[config.mk]
export PLATFORM = sky130hd
export DESIGN_NAME = line_fetch
export DESIGN_NICKNAME = d
export VERILOG_FILES = /design/src/rtl/line_fetch.sv
export SDC_FILE = /design/constraint.sdc
export NUM_CORES = 1
export LEC_CHECK = 0
export ABC_AREA = 1
export BUFFER_PORTS_ARGS = -buffer_cell sky130_fd_sc_hd__buf_2
export CAP_MARGIN = 20
export CELL_PAD_IN_SITES_DETAIL_PLACEMENT = 1
export CELL_PAD_IN_SITES_GLOBAL_PLACEMENT = 2
export CORE_MARGIN = 8
export CORE_UTILIZATION = 30
export DETAILED_ROUTE_END_ITERATION = 8
export PLACE_DENSITY = 0.67
export SYNTH_ARGS = -nofsm -noshare
export SYNTH_HDL_FRONTEND = slang
export SYNTH_HIERARCHICAL = 1
export SYNTH_SLANG_ARGS = --single-unit
[constraint.sdc]
create_clock -name clk -period 3.7 [get_ports clk]
set_input_delay 0.555 -clock clk [delete_from_list [all_inputs] [get_ports clk]]
set_output_delay 0.555 -clock clk [all_outputs]
set_load 0.01 [all_outputs]
[src/rtl/line_fetch.sv]
// Line fetcher: requests one line of RGB332 bytes per row_pulse and streams them to the pixel pins.
// Latency: mem_start one cycle after row_pulse in IDLE; pixel registered one cycle after the active pop.
// Backpressure: mem_ready falls while the byte FIFO is full; an active cycle with an empty FIFO sets underrun.

// Byte FIFO with show-ahead read data and a synchronous flush.
// Latency: a pushed byte is visible at rd_dat on the cycle after the push.
// Backpressure: pushes are ignored when full and pops are ignored when empty.
module line_fetch_fifo #(
   parameter int DEPTH = 16,
   parameter int W     = 8
) (
   input  logic         clk,
   input  logic         clr,
   input  logic         flush,
   input  logic         wr_vld,
   input  logic [W-1:0] wr_dat,
   output logic         full,
   input  logic         rd_en,
   output logic [W-1:0] rd_dat,
   output logic         empty
);

   localparam int AW = $clog2(DEPTH);

   logic [W-1:0]  store [DEPTH];
   logic [AW-1:0] wr_ptr;
   logic [AW-1:0] rd_ptr;
   logic [AW:0]   count;
   logic          do_wr;
   logic          do_rd;

   assign full   = (count == (AW+1)'(DEPTH));
   assign empty  = (count == '0);
   assign do_wr  = wr_vld && !full;
   assign do_rd  = rd_en && !empty;
   assign rd_dat = store[rd_ptr];

   // Storage array; no reset needed since count gates every read.
   always_ff @(posedge clk) begin
      if (do_wr) begin
         store[wr_ptr] <= wr_dat;
      end
   end

   // Pointer and occupancy bookkeeping; flush discards contents after any same-cycle read.
   always_ff @(posedge clk) begin
      if (clr || flush) begin
         wr_ptr <= '0;
         rd_ptr <= '0;
         count  <= '0;
      end else begin
         if (do_wr) begin
            wr_ptr <= wr_ptr + AW'(1);
         end
         if (do_rd) begin
            rd_ptr <= rd_ptr + AW'(1);
         end
         case ({do_wr, do_rd})
            2'b10:   count <= count + (AW+1)'(1);
            2'b01:   count <= count - (AW+1)'(1);
            default: count <= count;
         endcase
      end
   end

endmodule

module line_fetch #(
   parameter int DEPTH  = 16,
   parameter int ADDR_W = 24
) (
   input  logic              clk,
   input  logic              rst_n,
   input  logic [ADDR_W-1:0] base_addr,
   input  logic [10:0]       line_bytes,
   input  logic              en,
   input  logic              row_pulse,
   input  logic              frame_pulse,
   input  logic              active,
   output logic              mem_start,
   output logic [ADDR_W-1:0] mem_addr,
   output logic [10:0]       mem_len,
   output logic              mem_stop,
   input  logic [7:0]        mem_data,
   input  logic              mem_valid,
   output logic              mem_ready,
   output logic [7:0]        pixel,
   output logic              underrun,
   output logic              busy
);

   typedef enum logic [1:0] {
      IDLE   = 2'd0,
      START  = 2'd1,
      STREAM = 2'd2
   } state_t;

   state_t            state;
   state_t            state_nxt;
   logic              clr;
   logic              in_fetch;
   logic [ADDR_W-1:0] line_addr;
   logic [10:0]       byte_cnt;
   logic              pending;
   logic              push_vld;
   logic              pop_en;
   logic              fifo_full;
   logic              fifo_empty;
   logic [7:0]        head_dat;

   // en low behaves exactly like reset so the block restarts cleanly when re-enabled.
   assign clr      = !rst_n || !en;
   assign in_fetch = (state == START) || (state == STREAM);

   // Request outputs are driven only during the START cycle and read zero otherwise.
   assign mem_start = (state == START);
   assign mem_addr  = (state == START) ? line_addr  : '0;
   assign mem_len   = (state == START) ? line_bytes : '0;
   assign busy      = (state != IDLE);

   // Ready depends only on registered state; a byte offered during frame_pulse is dropped.
   assign mem_ready = (state == STREAM) && !fifo_full;
   assign push_vld  = mem_valid && mem_ready && !frame_pulse;
   assign pop_en    = active && !fifo_empty;

   line_fetch_fifo #(
      .DEPTH (DEPTH),
      .W     (8)
   ) u_fifo (
      .clk    (clk),
      .clr    (clr),
      .flush  (frame_pulse),
      .wr_vld (push_vld),
      .wr_dat (mem_data),
      .full   (fifo_full),
      .rd_en  (pop_en),
      .rd_dat (head_dat),
      .empty  (fifo_empty)
   );

   // Next-state logic; frame_pulse aborts any fetch, and a coincident row_pulse starts afresh from base_addr.
   always_comb begin
      state_nxt = state;
      case (state)
         IDLE: begin
            if (row_pulse || pending) begin
               state_nxt = START;
            end
         end
         START: begin
            state_nxt = (line_bytes == 11'd0) ? IDLE : STREAM;
         end
         STREAM: begin
            if (push_vld && (byte_cnt == 11'd1)) begin
               state_nxt = IDLE;
            end
         end
         default: state_nxt = IDLE;
      endcase
      if (frame_pulse) begin
         state_nxt = row_pulse ? START : IDLE;
      end
   end

   // State, line address, byte counter, pending request and abort pulse.
   always_ff @(posedge clk) begin
      if (clr) begin
         state     <= IDLE;
         line_addr <= base_addr;
         byte_cnt  <= '0;
         pending   <= 1'b0;
         mem_stop  <= 1'b0;
      end else begin
         state    <= state_nxt;
         mem_stop <= frame_pulse && in_fetch;

         if (frame_pulse) begin
            line_addr <= base_addr;
         end else if (state == START) begin
            line_addr <= line_addr + ADDR_W'(line_bytes);
         end

         if (state == START) begin
            byte_cnt <= line_bytes;
         end else if (push_vld) begin
            byte_cnt <= byte_cnt - 11'd1;
         end

         // Only one late request is remembered; a new frame discards it.
         if (frame_pulse) begin
            pending <= 1'b0;
         end else if ((state == IDLE) && (state_nxt == START)) begin
            pending <= 1'b0;
         end else if (row_pulse && in_fetch) begin
            pending <= 1'b1;
         end
      end
   end

   // Registered pixel and sticky underrun; frame_pulse clear wins over a same-cycle set.
   always_ff @(posedge clk) begin
      if (clr) begin
         pixel    <= '0;
         underrun <= 1'b0;
      end else begin
         pixel <= pop_en ? head_dat : 8'h00;
         if (frame_pulse) begin
            underrun <= 1'b0;
         end else if (active && fifo_empty) begin
            underrun <= 1'b1;
         end
      end
   end

endmodule
==> impl_metrics.csv <==
group,metric,value,unit
logic_synthesis,synth_top_area_share,47.1,%
critical_path,crit_fanout,9,
grt,grt_pass1_wl,42800,um
placed_design,port-buffer-count,97,
die,die_w,196,um
power,power.density,415,mW/mm2
drt,drt-pass1-iter-count,4,
logic_synthesis,postSynth.asyncResetShare,0,%
sta,fin_tns_setup,0,ps
clocking,cts-buffers-inserted,17,
logic_synthesis,synth_area,0.00970,mm2
outcome,status,"finished, final reports clean",
placed_design,dp_hpwl,20000,um
power,power_leakage,4.81,nW
power,sw_frac_of_total,25.2,%
drt,totalWireLength,27100,um
sta,max_freq,393,MHz
sta,final-max-slew-violation-count,0,
power,power_frac_seq,51.8,%
drt,wire_per_inst,17.5,um
clocking,h-tree-depth,4,
hold_path,whs_path_depth,3,
layout,final_common_cell,"nand2_1",
logic_synthesis,ys_warn_count,6,
power,clkPwrFrac,39.7,%
grt,antenna_found_initial,0,
critical_path,crit_path_end_kind,"flop",
clocking,cts_hold_buffers,0,
drt,drt_iter0_markers,307,
clocking,post-cts-setup-buffer-count,0,
logic_synthesis,avgSynthCellArea,9.36,um2
logic_synthesis,synth_edf_count,152,
sta,rsz0062_at_grt,"false",
drt,vias_per_cell,4.69,
logic_synthesis,yosys_most_used_dff,"edfxtp_1",
logic_synthesis,yosysTopAreaCell,"edfxtp_1",
clocking,clk_pin_slew_worst_paths,70,ps
logic_synthesis,synth-seq-cells,193,
logic_synthesis,synth_cell_types,42,
layout,drive_gt1_share,14.2,%
clocking,clock_latency,440,ps
flow_run,cap_violations,0,
sta,hold_viol_final,0,
clocking,clockBufferDepth,2,
sta,period_share,68.8,%
layout,layout_common_cells,"nand2_1, inv_1, edfxtp_1, buf_2, nand3_1",
grt,overflow,0,
clocking,cts_resized,0,
grt,grt_usage,14.4,%
sta,worst_pin_slew,913,ps
logic_synthesis,syn-num-nets,1112,
logic_synthesis,synthCells,1036,
layout,n_antenna_cell,0,
sta,period_needed,2540,ps
die,die_area,0.0383,mm2
drt,ant_nets,0,
die,core-area,0.0322,mm2
die,dieHeight,196,um
die,start_util,30.1,%
hold_path,hold_path.class,"input pin to flop",
drt,dr_total_vias,7251,
sta,clock_skew,10.4,ps
critical_path,startpoint_type,"flop",
layout,synthToLayoutAreaGrowth,15.3,%
logic_synthesis,synth_area_leaders,"edfxtp_1, dfxtp_1, nand2_1",
grt,grt_max_degree,68,
logic_synthesis,ys_seq_area_share,55.5,%
die,num_rows,66,
power,pwr-share-comb,8.5,%
grt,grt_pass1_vias,7635,
critical_path,crit_type,"flop to flop",
power,ir_drop,0.288,mV
clocking,cts_tree,"built",
sta,setup_violations,0,
placed_design,gp_congestion,0.784,
power,p_int,3.47,mW
critical_path,arrival,2880,ps
clocking,cts_sinks,193,
drt,drc,0,
critical_path,reg2reg_depth,14,
critical_path,required,4040,ps
die,io_pins,98,
sta,relSlewSlack,39.1,%
clocking,root_buffer,"clkbuf_16",
layout,fin_nets,1202,
power,power,4.64,mW
power,net-switching-power,1.17,mW
-- flip-flops by register name, summed over array words and instances (netlist names), named ones only --
name,count
byte_cnt,11
line_addr,24
mem_stop,1
pending,1
pixel,8
state,2
u_fifo/count,5
u_fifo/rd_ptr,4
u_fifo/store,128
u_fifo/wr_ptr,4
underrun,1
-- area by class of cell --
cell class	count	area (um2)
fill	3758	21000
sequential	193	5390
multi-input combinational	631	3480
inverter	179	674
timing repair buffer	104	551
tap	408	510
clock buffer	22	495
clock inverter	10	86.3
-- cells by family after synthesis --
logic type / count (synthesis) / synth area share [%]
xor+xnor: 16 / 1.45
buf+inv: 212 / 8.61
fa+ha+maj: 26 / 3.43
compound gates: 158 / 9.38
flops: 193 / 55.5
mux: 36 / 3.72
simple gates: 395 / 17.9
-- stage by stage --
step / utilization (%) / instances / hold WS [ps] / area, um2 / setup slack, ps
6_report: 34.7 / 1547 / 374 / 11200 / 1160
5_1_grt: 34.7 / 1547 / 379 / 11200 / 871
4_1_cts: 34.7 / 1547 / 348 / 11200 / 1110
3_5_place_dp: 32.9 / 1515 / 462 / 10600 / 1060
3_3_place_gp: 32.9 / 1515 / 456 / 10600 / 1110
2_1_floorplan: - / 1036 / 445 / 9700 / 1370
-- power by group through the flow --
stage	sequential (mW)	combinational [mW]	clock [mW]
finish	2.40	0.392	1.84
global route	2.41	0.447	1.98
global placement	2.45	0.397	0
floorplan	2.44	0.242	0
detailed placement	2.45	0.401	0
CTS	2.40	0.403	1.91
-- path summary, 6_finish.rpt --
check | from | end | slack (ps)
worst min register to register | byte_cnt[1]$_SDFFE_PP0P_ | byte_cnt[1]$_SDFFE_PP0P_ | 470
worst max register to register | u_fifo/count[1]$_SDFFE_PP0P_ | u_fifo/count[3]$_SDFFE_PP0P_ | 1160
worst max-delay path | u_fifo/count[1]$_SDFFE_PP0P_ | u_fifo/count[3]$_SDFFE_PP0P_ | 1160
worst min-delay path | base_addr[0] | line_addr[0]$_DFFE_PP_ | 370
-- critical path: stages (launching register included) --
cell     delay (ps)
dfxtp_1         430
nor2_2           90
nand3_2          90
inv_1            50
nor2_1          120
nand2_1         120
inv_1           190
nand2_4         120
ha_1            280
xor2_1          380
nand3_1         150
nand3_1         140
nor2_1           50
o21ai_0         150
inv_1            50
-- layer usage --
metal	vias up	part of all wire [%]	global-route usage (%)
met4	0	2.3	5.53
met1	3461	49	19.2
met2	122	45	22.7
met3	31	3.3	2.71
met5	-	0	0
li1	3637	-	-
-- synth_stat cells, types with 8 or more instances --
| cell type | n |
|---|---|
| nand2_1 | 189 |
| ha_1 | 25 |
| clkbuf_1 | 14 |
| o211ai_1 | 32 |
| a21oi_1 | 54 |
| buf_2 | 8 |
| nand3_1 | 77 |
| nor2_1 | 74 |
| xor2_1 | 15 |
| mux2i_1 | 36 |
| edfxtp_1 | 152 |
| inv_1 | 178 |
| dfxtp_1 | 41 |
| o21ai_0 | 54 |
| nor3_1 | 11 |
Power figures use the tool's default switching activity.
